===== config.mk =====
export PLATFORM = sky130hd
export DESIGN_NAME = bus_seq_ctrl
export DESIGN_NICKNAME = d
export VERILOG_FILES = /design/src/rtl/bus_seq_ctrl.sv
export SDC_FILE = /design/constraint.sdc
export NUM_CORES = 1
export LEC_CHECK = 0
export ABC_AREA = 1
export BUFFER_PORTS_ARGS = -buffer_cell sky130_fd_sc_hd__buf_2
export CORE_AREA = 2 2 79 81
export CTS_CLUSTER_DIAMETER = 100
export DETAILED_ROUTE_END_ITERATION = 6
export DIE_AREA = 0 0 81 83
export PLACE_DENSITY = 0.74
export REMOVE_ABC_BUFFERS = 1
export SKIP_LAST_GASP = 1
export SYNTH_ARGS = -nofsm -noshare
export SYNTH_HDL_FRONTEND = slang
export SYNTH_SLANG_ARGS = --single-unit

===== constraint.sdc =====
create_clock -name clk -period 1.5 [get_ports clk]
set_clock_uncertainty 0.1 [all_clocks]
set_input_delay 0 -clock clk [delete_from_list [all_inputs] [get_ports clk]]
set_output_delay 0 -clock clk [all_outputs]
set_load 0.1 [all_outputs]

===== src/rtl/bus_seq_ctrl.sv =====
// -----------------------------------------------------------------------------
// bus_seq_ctrl
//
// Multi-cycle instruction sequencer for a shared-bus register datapath with
// general registers R0..R(NREG-1), accumulator A, result register G and an
// add/sub/xor ALU. One instruction (func, rx, ry) is accepted per start strobe
// w while IDLE and is stepped through phases T1..T3. Illegal instructions are
// diverted to a one-cycle ERR phase.
//
// All outputs are registers. Each output register is loaded with the decode of
// the state the FSM is about to enter. The outputs therefore always describe
// the current registered state. They never depend combinationally on w, func,
// rx or ry.
//
// Ports
//   clk            in   1         rising-edge system clock
//   reset          in   1         synchronous active-high reset
//   w              in   1         start strobe, sampled only in IDLE
//   func           in   FUNC_W    000 mvi, 001 mv, 010 add, 011 xor, 100 sub
//   rx             in   5         destination / first operand register index
//   ry             in   5         source / second operand register index
//   busy           out  1         high in T1, T2, T3 and ERR
//   done           out  1         pulse in the last phase of a legal instruction
//   err            out  1         pulse when an illegal instruction is accepted
//   takedata       out  1         drive Din onto the bus
//   addorxor       out  1         ALU select: 0 add/sub, 1 xor
//   addsub         out  1         ALU mode: 0 add, 1 sub
//   reg_enable_in  out  NREG+2    load enables: [NREG-1:0] regs, NREG Gin, NREG+1 Ain
//   reg_enable_out out  NREG+1    bus drive enables: [NREG-1:0] regs, NREG Gout
// -----------------------------------------------------------------------------
module bus_seq_ctrl #(
    parameter int NREG   = 16,
    parameter int FUNC_W = 3
) (
    input  logic              clk,
    input  logic              reset,
    input  logic              w,
    input  logic [FUNC_W-1:0] func,
    input  logic [4:0]        rx,
    input  logic [4:0]        ry,
    output logic              busy,
    output logic              done,
    output logic              err,
    output logic              takedata,
    output logic              addorxor,
    output logic              addsub,
    output logic [NREG+1:0]   reg_enable_in,
    output logic [NREG:0]     reg_enable_out
);

    localparam logic [FUNC_W-1:0] FN_MVI = FUNC_W'(3'd0);
    localparam logic [FUNC_W-1:0] FN_MV  = FUNC_W'(3'd1);
    localparam logic [FUNC_W-1:0] FN_ADD = FUNC_W'(3'd2);
    localparam logic [FUNC_W-1:0] FN_XOR = FUNC_W'(3'd3);
    localparam logic [FUNC_W-1:0] FN_SUB = FUNC_W'(3'd4);

    // Bit positions of the special enables.
    localparam int GIN_BIT  = NREG;
    localparam int AIN_BIT  = NREG + 1;
    localparam int GOUT_BIT = NREG;

    typedef enum logic [2:0] {
        S_IDLE = 3'd0,
        S_T1   = 3'd1,
        S_T2   = 3'd2,
        S_T3   = 3'd3,
        S_ERR  = 3'd4
    } state_t;

    // Register index to one-hot select. An out-of-range index yields all zeros.
    // Such an index never reaches a legal phase, because it is rejected on accept.
    function automatic logic [NREG-1:0] reg_onehot(input logic [4:0] idx);
        logic [NREG-1:0] v;
        v = '0;
        for (int i = 0; i < NREG; i++) begin
            v[i] = (32'(idx) == i);
        end
        return v;
    endfunction

    // Legality check applied at the accepting edge. ry is ignored for mvi.
    function automatic logic instr_illegal(input logic [FUNC_W-1:0] f,
                                           input logic [4:0]        x,
                                           input logic [4:0]        y);
        logic bad;
        bad = 1'b0;
        if (f > FN_SUB) begin
            bad = 1'b1;
        end else if (32'(x) >= NREG) begin
            bad = 1'b1;
        end else if ((f != FN_MVI) && (32'(y) >= NREG)) begin
            bad = 1'b1;
        end else begin
            bad = 1'b0;
        end
        return bad;
    endfunction

    state_t            r_state;
    state_t            w_state_nxt;
    logic [FUNC_W-1:0] r_func_q;
    logic [4:0]        r_rx_q;
    logic [4:0]        r_ry_q;
    logic [FUNC_W-1:0] w_func_nxt;
    logic [4:0]        w_rx_nxt;
    logic [4:0]        w_ry_nxt;

    logic              w_busy_nxt;
    logic              w_done_nxt;
    logic              w_err_nxt;
    logic              w_takedata_nxt;
    logic              w_addorxor_nxt;
    logic              w_addsub_nxt;
    logic [NREG+1:0]   w_en_in_nxt;
    logic [NREG:0]     w_en_out_nxt;
    logic [NREG-1:0]   w_rx_sel;
    logic [NREG-1:0]   w_ry_sel;
    logic              w_single_phase;

    // State register, instruction latch and registered output decode.
    always_ff @(posedge clk) begin
        if (reset) begin
            r_state        <= S_IDLE;
            r_func_q       <= '0;
            r_rx_q         <= 5'd0;
            r_ry_q         <= 5'd0;
            busy           <= 1'b0;
            done           <= 1'b0;
            err            <= 1'b0;
            takedata       <= 1'b0;
            addorxor       <= 1'b0;
            addsub         <= 1'b0;
            reg_enable_in  <= '0;
            reg_enable_out <= '0;
        end else begin
            r_state        <= w_state_nxt;
            r_func_q       <= w_func_nxt;
            r_rx_q         <= w_rx_nxt;
            r_ry_q         <= w_ry_nxt;
            busy           <= w_busy_nxt;
            done           <= w_done_nxt;
            err            <= w_err_nxt;
            takedata       <= w_takedata_nxt;
            addorxor       <= w_addorxor_nxt;
            addsub         <= w_addsub_nxt;
            reg_enable_in  <= w_en_in_nxt;
            reg_enable_out <= w_en_out_nxt;
        end
    end

    // Next-state and instruction-latch logic.
    always_comb begin
        w_state_nxt = r_state;
        w_func_nxt  = r_func_q;
        w_rx_nxt    = r_rx_q;
        w_ry_nxt    = r_ry_q;
        // mvi and mv finish in T1; the ALU ops continue to T2 and T3.
        w_single_phase = (r_func_q == FN_MVI) || (r_func_q == FN_MV);
        case (r_state)
            S_IDLE: begin
                if (w) begin
                    w_func_nxt = func;
                    w_rx_nxt   = rx;
                    w_ry_nxt   = ry;
                    if (instr_illegal(func, rx, ry)) begin
                        w_state_nxt = S_ERR;
                    end else begin
                        w_state_nxt = S_T1;
                    end
                end else begin
                    w_state_nxt = S_IDLE;
                end
            end
            S_T1: begin
                if (w_single_phase) begin
                    w_state_nxt = S_IDLE;
                end else begin
                    w_state_nxt = S_T2;
                end
            end
            S_T2:    w_state_nxt = S_T3;
            S_T3:    w_state_nxt = S_IDLE;
            S_ERR:   w_state_nxt = S_IDLE;
            default: w_state_nxt = S_IDLE;
        endcase
    end

    // Output decode of the state being entered. The decode uses the instruction
    // that will be latched, so the registered outputs line up with the state.
    always_comb begin
        w_busy_nxt     = 1'b0;
        w_done_nxt     = 1'b0;
        w_err_nxt      = 1'b0;
        w_takedata_nxt = 1'b0;
        w_addorxor_nxt = 1'b0;
        w_addsub_nxt   = 1'b0;
        w_en_in_nxt    = '0;
        w_en_out_nxt   = '0;
        w_rx_sel       = reg_onehot(w_rx_nxt);
        w_ry_sel       = reg_onehot(w_ry_nxt);
        case (w_state_nxt)
            S_IDLE: begin
                w_busy_nxt = 1'b0;
            end
            S_ERR: begin
                w_busy_nxt = 1'b1;
                w_err_nxt  = 1'b1;
            end
            S_T1: begin
                w_busy_nxt = 1'b1;
                if (w_func_nxt == FN_MVI) begin
                    // Din drives the bus, so no register may drive it.
                    w_takedata_nxt          = 1'b1;
                    w_en_in_nxt[NREG-1:0]   = w_rx_sel;
                    w_done_nxt              = 1'b1;
                end else if (w_func_nxt == FN_MV) begin
                    w_en_out_nxt[NREG-1:0]  = w_ry_sel;
                    w_en_in_nxt[NREG-1:0]   = w_rx_sel;
                    w_done_nxt              = 1'b1;
                end else begin
                    // First operand goes to the accumulator.
                    w_en_out_nxt[NREG-1:0]  = w_rx_sel;
                    w_en_in_nxt[AIN_BIT]    = 1'b1;
                end
            end
            S_T2: begin
                // Second operand goes on the bus; the ALU result goes into G.
                w_busy_nxt              = 1'b1;
                w_en_out_nxt[NREG-1:0]  = w_ry_sel;
                w_en_in_nxt[GIN_BIT]    = 1'b1;
                w_addorxor_nxt          = (w_func_nxt == FN_XOR);
                w_addsub_nxt            = (w_func_nxt == FN_SUB);
            end
            S_T3: begin
                // G is written back to the destination register.
                w_busy_nxt              = 1'b1;
                w_en_out_nxt[GOUT_BIT]  = 1'b1;
                w_en_in_nxt[NREG-1:0]   = w_rx_sel;
                w_done_nxt              = 1'b1;
            end
            default: begin
                w_busy_nxt = 1'b0;
            end
        endcase
    end

    // FN_ADD is listed with the other opcodes. It is the ALU default, so
    // nothing in the decode needs to test for it.
    logic w_unused_add;
    assign w_unused_add = (r_func_q == FN_ADD);

endmodule


==> summary.md <==
| Metric | Value |
|---|---|
| Status | complete, but fails checks |
| Failing checks | negative setup slack |
| Clock transition at path regs | 0.07 ns |
| Worst hold margin | 0.0127 ns |
| Period minus WS final | 1.73 ns |
| Power Total | ~0.004 W |
| Vias in the first global route | approximately 2500 |
| Worst-Skew Late Latency | 0.34 ns |
| DRC violations left | 0 |
| Critical path buffer and inverter count | 1 |
| Yosys cell types | 31 |
| Synth Instances | 370 |
| CP delay by family, top | simple AND/OR/NAND/NOR gates |
| Largest net degree at the start of global routing | 20 |
| Ys flop type | dfxtp_1 |
| Synth Area in Compound Gates | 12.2% |
| Overall global routing resource usage | 21.8% |
| Post-synth ARST share | 0% |
| CP Capture Type | register |
| Placed cells | 527 |
| CP max FO | 8 |
| Number of port buffers | 56 |
| Mux contribution to synthesized area | 0% |
| R2R setup slack | -0.23 ns |
| CTS root buf | clkbuf_8 |
| Finished Layout Cells | 554 |
| Die Span X | 81 um |
| Worst Max-Slew Pin Slew | a little under 0.5 ns |
| Fmax | 576 MHz |
| Die H | 83 um |
| Finish-stage setup viols | 37 |
| CP max stage cell | dfxtp_2 |
| Avg WL per Cell | around 13 um |
| Leakage | between 1.5 and 2 nW |
| Mean Syn Cell Area | 7.58 um^2 |
| First-pass GRT wire length | approximately 11 mm |
| Initial core utilization | roughly half |
| Unrepaired setup endpoints after global routing | true |
| Final wirelength | 7.09 mm |
| Hold Crit Class | input port to register |
| Largest family of logic cells by synthesized area | simple AND/OR/NAND/NOR gates |
| Die area | 0.00672 mm^2 |
| Final TNS setup | -6.53 ns |
| Final Slew Violations | 0 |
| Adder-Cell Fraction of Synth Area | 0% |
| Core footprint | 0.00582 mm^2 |
| DR iter-0 viols | around 140 |
| Final worst slack | -0.235 ns |
| WP data arrival | 1.86 ns |
| Worst endpoint required time | 1.63 ns |
| Seq/Total Area, Yosys | 40.7% |
| Core Rows | 28 |
| Ys Warns | 0 |
| Slowest stage delay, CP | 0.34 ns |
| Layout area overhead | 37.6% |
| Power Density | 1010 mW/mm^2 |
| DR pass1 iterations | 5 |
| Share of layout cells above drive strength 1 | a little over two fifths |
| Via/cell ratio | 4.93 |
| Xor and xnor area share after synthesis | 0% |
| CTS tree | built |
| R2R cell count | 9 |
| Place WS | -0.260 ns |
| Gpl congestion | 0.860 |
| Worst vdd ir | just under 0.0005 V |
| Final Hold Viols | 0 |
| Crit path depth | 9 |
| Synth Register Bits | 57 |
| Cell Area, Synth | 0.00280 mm^2 |
| Clk sinks | 57 |
| HPWL after detailed placement | 4.78 mm |
| Startpoint types | register |
| Max-cap violations | 0 |
| Sequence of cells on the critical path | nor2_4 > nand2_8 > buf_6 > nand2_1 > nand2_2 > nand3_4 > nand3_4 > nand2_8 > nor2_4 |
| Nets@finish | between 400 and 500 |
| Simple-gate share of the synthesized area | 36.5% |
| Hold Path Depth | 5 |
| Remaining global-route overflow | 0 |
| # diodes | 0 |
| Max_slew headroom | 67.6% |
| Worst Path Class, Setup | register to register |
| Initial antenna violation count | 0 |
| Clock tree buffer depth | 2 |
| Post-synth EDFFs | 0 |
| Via count | 2733 |
| I/O pin total | 57 |
| # H-tree levels | 3 |
| DRT antenna net count | 0 |
| Part of the cycle the worst path needs | 116% |
| TritonCTS buffer count | 9 |
[metrics by stage]
step	instance area [um^2]	util, %
final	3860	66.4
after detailed placement	3370	58.0
after global routing	3860	66.4
after global placement	3370	58.0
after CTS	3740	64.4
after floorplan	2680	-
[worst min-delay path, delay by kind of cell]
family	cells	cell delay [ns]
buffers and inverters	2	0.15
AND/OR/NAND/NOR	3	0.27
[cells in the mapped netlist (6+ instances only)]
| cell | count | share of area (%) |
|---|---|---|
| dfxtp_1 | 57 | 41 |
| nand3_1 | 32 | 5.7 |
| nand2_1 | 85 | 11 |
| inv_1 | 34 | 4.6 |
| o21ai_1 | 16 | 2.9 |
| nor2_4 | 12 | 4.8 |
| a21oi_1 | 16 | 2.9 |
| inv_2 | 9 | 1.2 |
| nor2_1 | 32 | 4.3 |
| nand3_2 | 6 | 2.1 |
| nand2_2 | 16 | 3.6 |
| o21ai_0 | 17 | 3.0 |
[final cells by class]
class	instances	area, um^2
inverters	46	179
clock buffers	13	159
well taps	75	93.8
multi-input cells	257	1560
clock inverters	3	15.0
repair buffers	103	706
fillers	472	1960
flip-flops and latches	57	1140
[where the power goes]
part / total [W] / internal (W) / switching [W]
Sequential: 0.00158 / 0.00156 / 0.0000190
Combinational: 0.00103 / 0.000372 / 0.000657
Clock: 0.00128 / 0.000682 / 0.000599
[logic make-up (layout without fill, tap and decap cells)]
logic type             Yosys count  after routing
and+or+nand+nor                196            199
DFF                             57             57
buffers and inverters           59            165
AOI/OAI and AO/OA               58             58
[routing by layer]
layer	up-vias	share of wire (%)	track usage, %
li1	1385	-	-
met1	1243	43	27.8
met2	96	50	35.9
met3	9	6.3	5.98
met4	0	1.2	6.01
met5	-	0	0
[cell usage in the layout (no fill, tap or decap)]
cell type       n
inv_6           1
buf_8           1
clkinv_2        4
clkinv_1        1
a21oi_1        15
dlygate4sd3_1   3
o21ai_2         8
nor2_1         30
nand3_1        29
buf_2          56
dfxtp_2         3
nand3_2         5
o211ai_1        1
nand2_2        22
inv_1          31
a31oi_1         1
nor2_2          2
inv_2          12
dfxtp_1        54
clkbuf_8       11
nand2_4         3
buf_4          37
a21oi_2         2
nand2_8         3
o21ai_1        24
buf_6           2
clkbuf_1        2
nor3_2          1
o21ai_0         1
o21ai_4         6
nor2_4         15
buf_12          4
nand3b_1        4
nand3_4         6
nand2_1        79
[flip-flops by register name, summed over array words and instances (netlist names)]
| name | flops |
|---|---|
| reg_enable_in | 18 |
| reg_enable_out | 17 |
| r_rx_q | 5 |
| r_ry_q | 5 |
| r_func_q | 3 |
| r_state | 3 |
| addorxor | 1 |
| addsub | 1 |
| busy | 1 |
| done | 1 |
| err | 1 |
| takedata | 1 |
[final timing paths]
check                           startpoint                end
worst min register to register   r_rx_q[4]          r_rx_q[4]
worst min-delay path                 rx[4]          r_rx_q[4]
worst max register to register  r_state[0]  reg_enable_in[12]
worst max-delay path            r_state[0]  reg_enable_in[12]
[timing repair]
action                     CTS  global route
setup endpoints to repair   35            39
pin swaps                   10             5
hold buffers                 3             0
gates resized for setup     28            34
cloned                       2             1
hold endpoints to repair     3             0
setup buffers                4             1
Power figures use the tool's default switching activity.
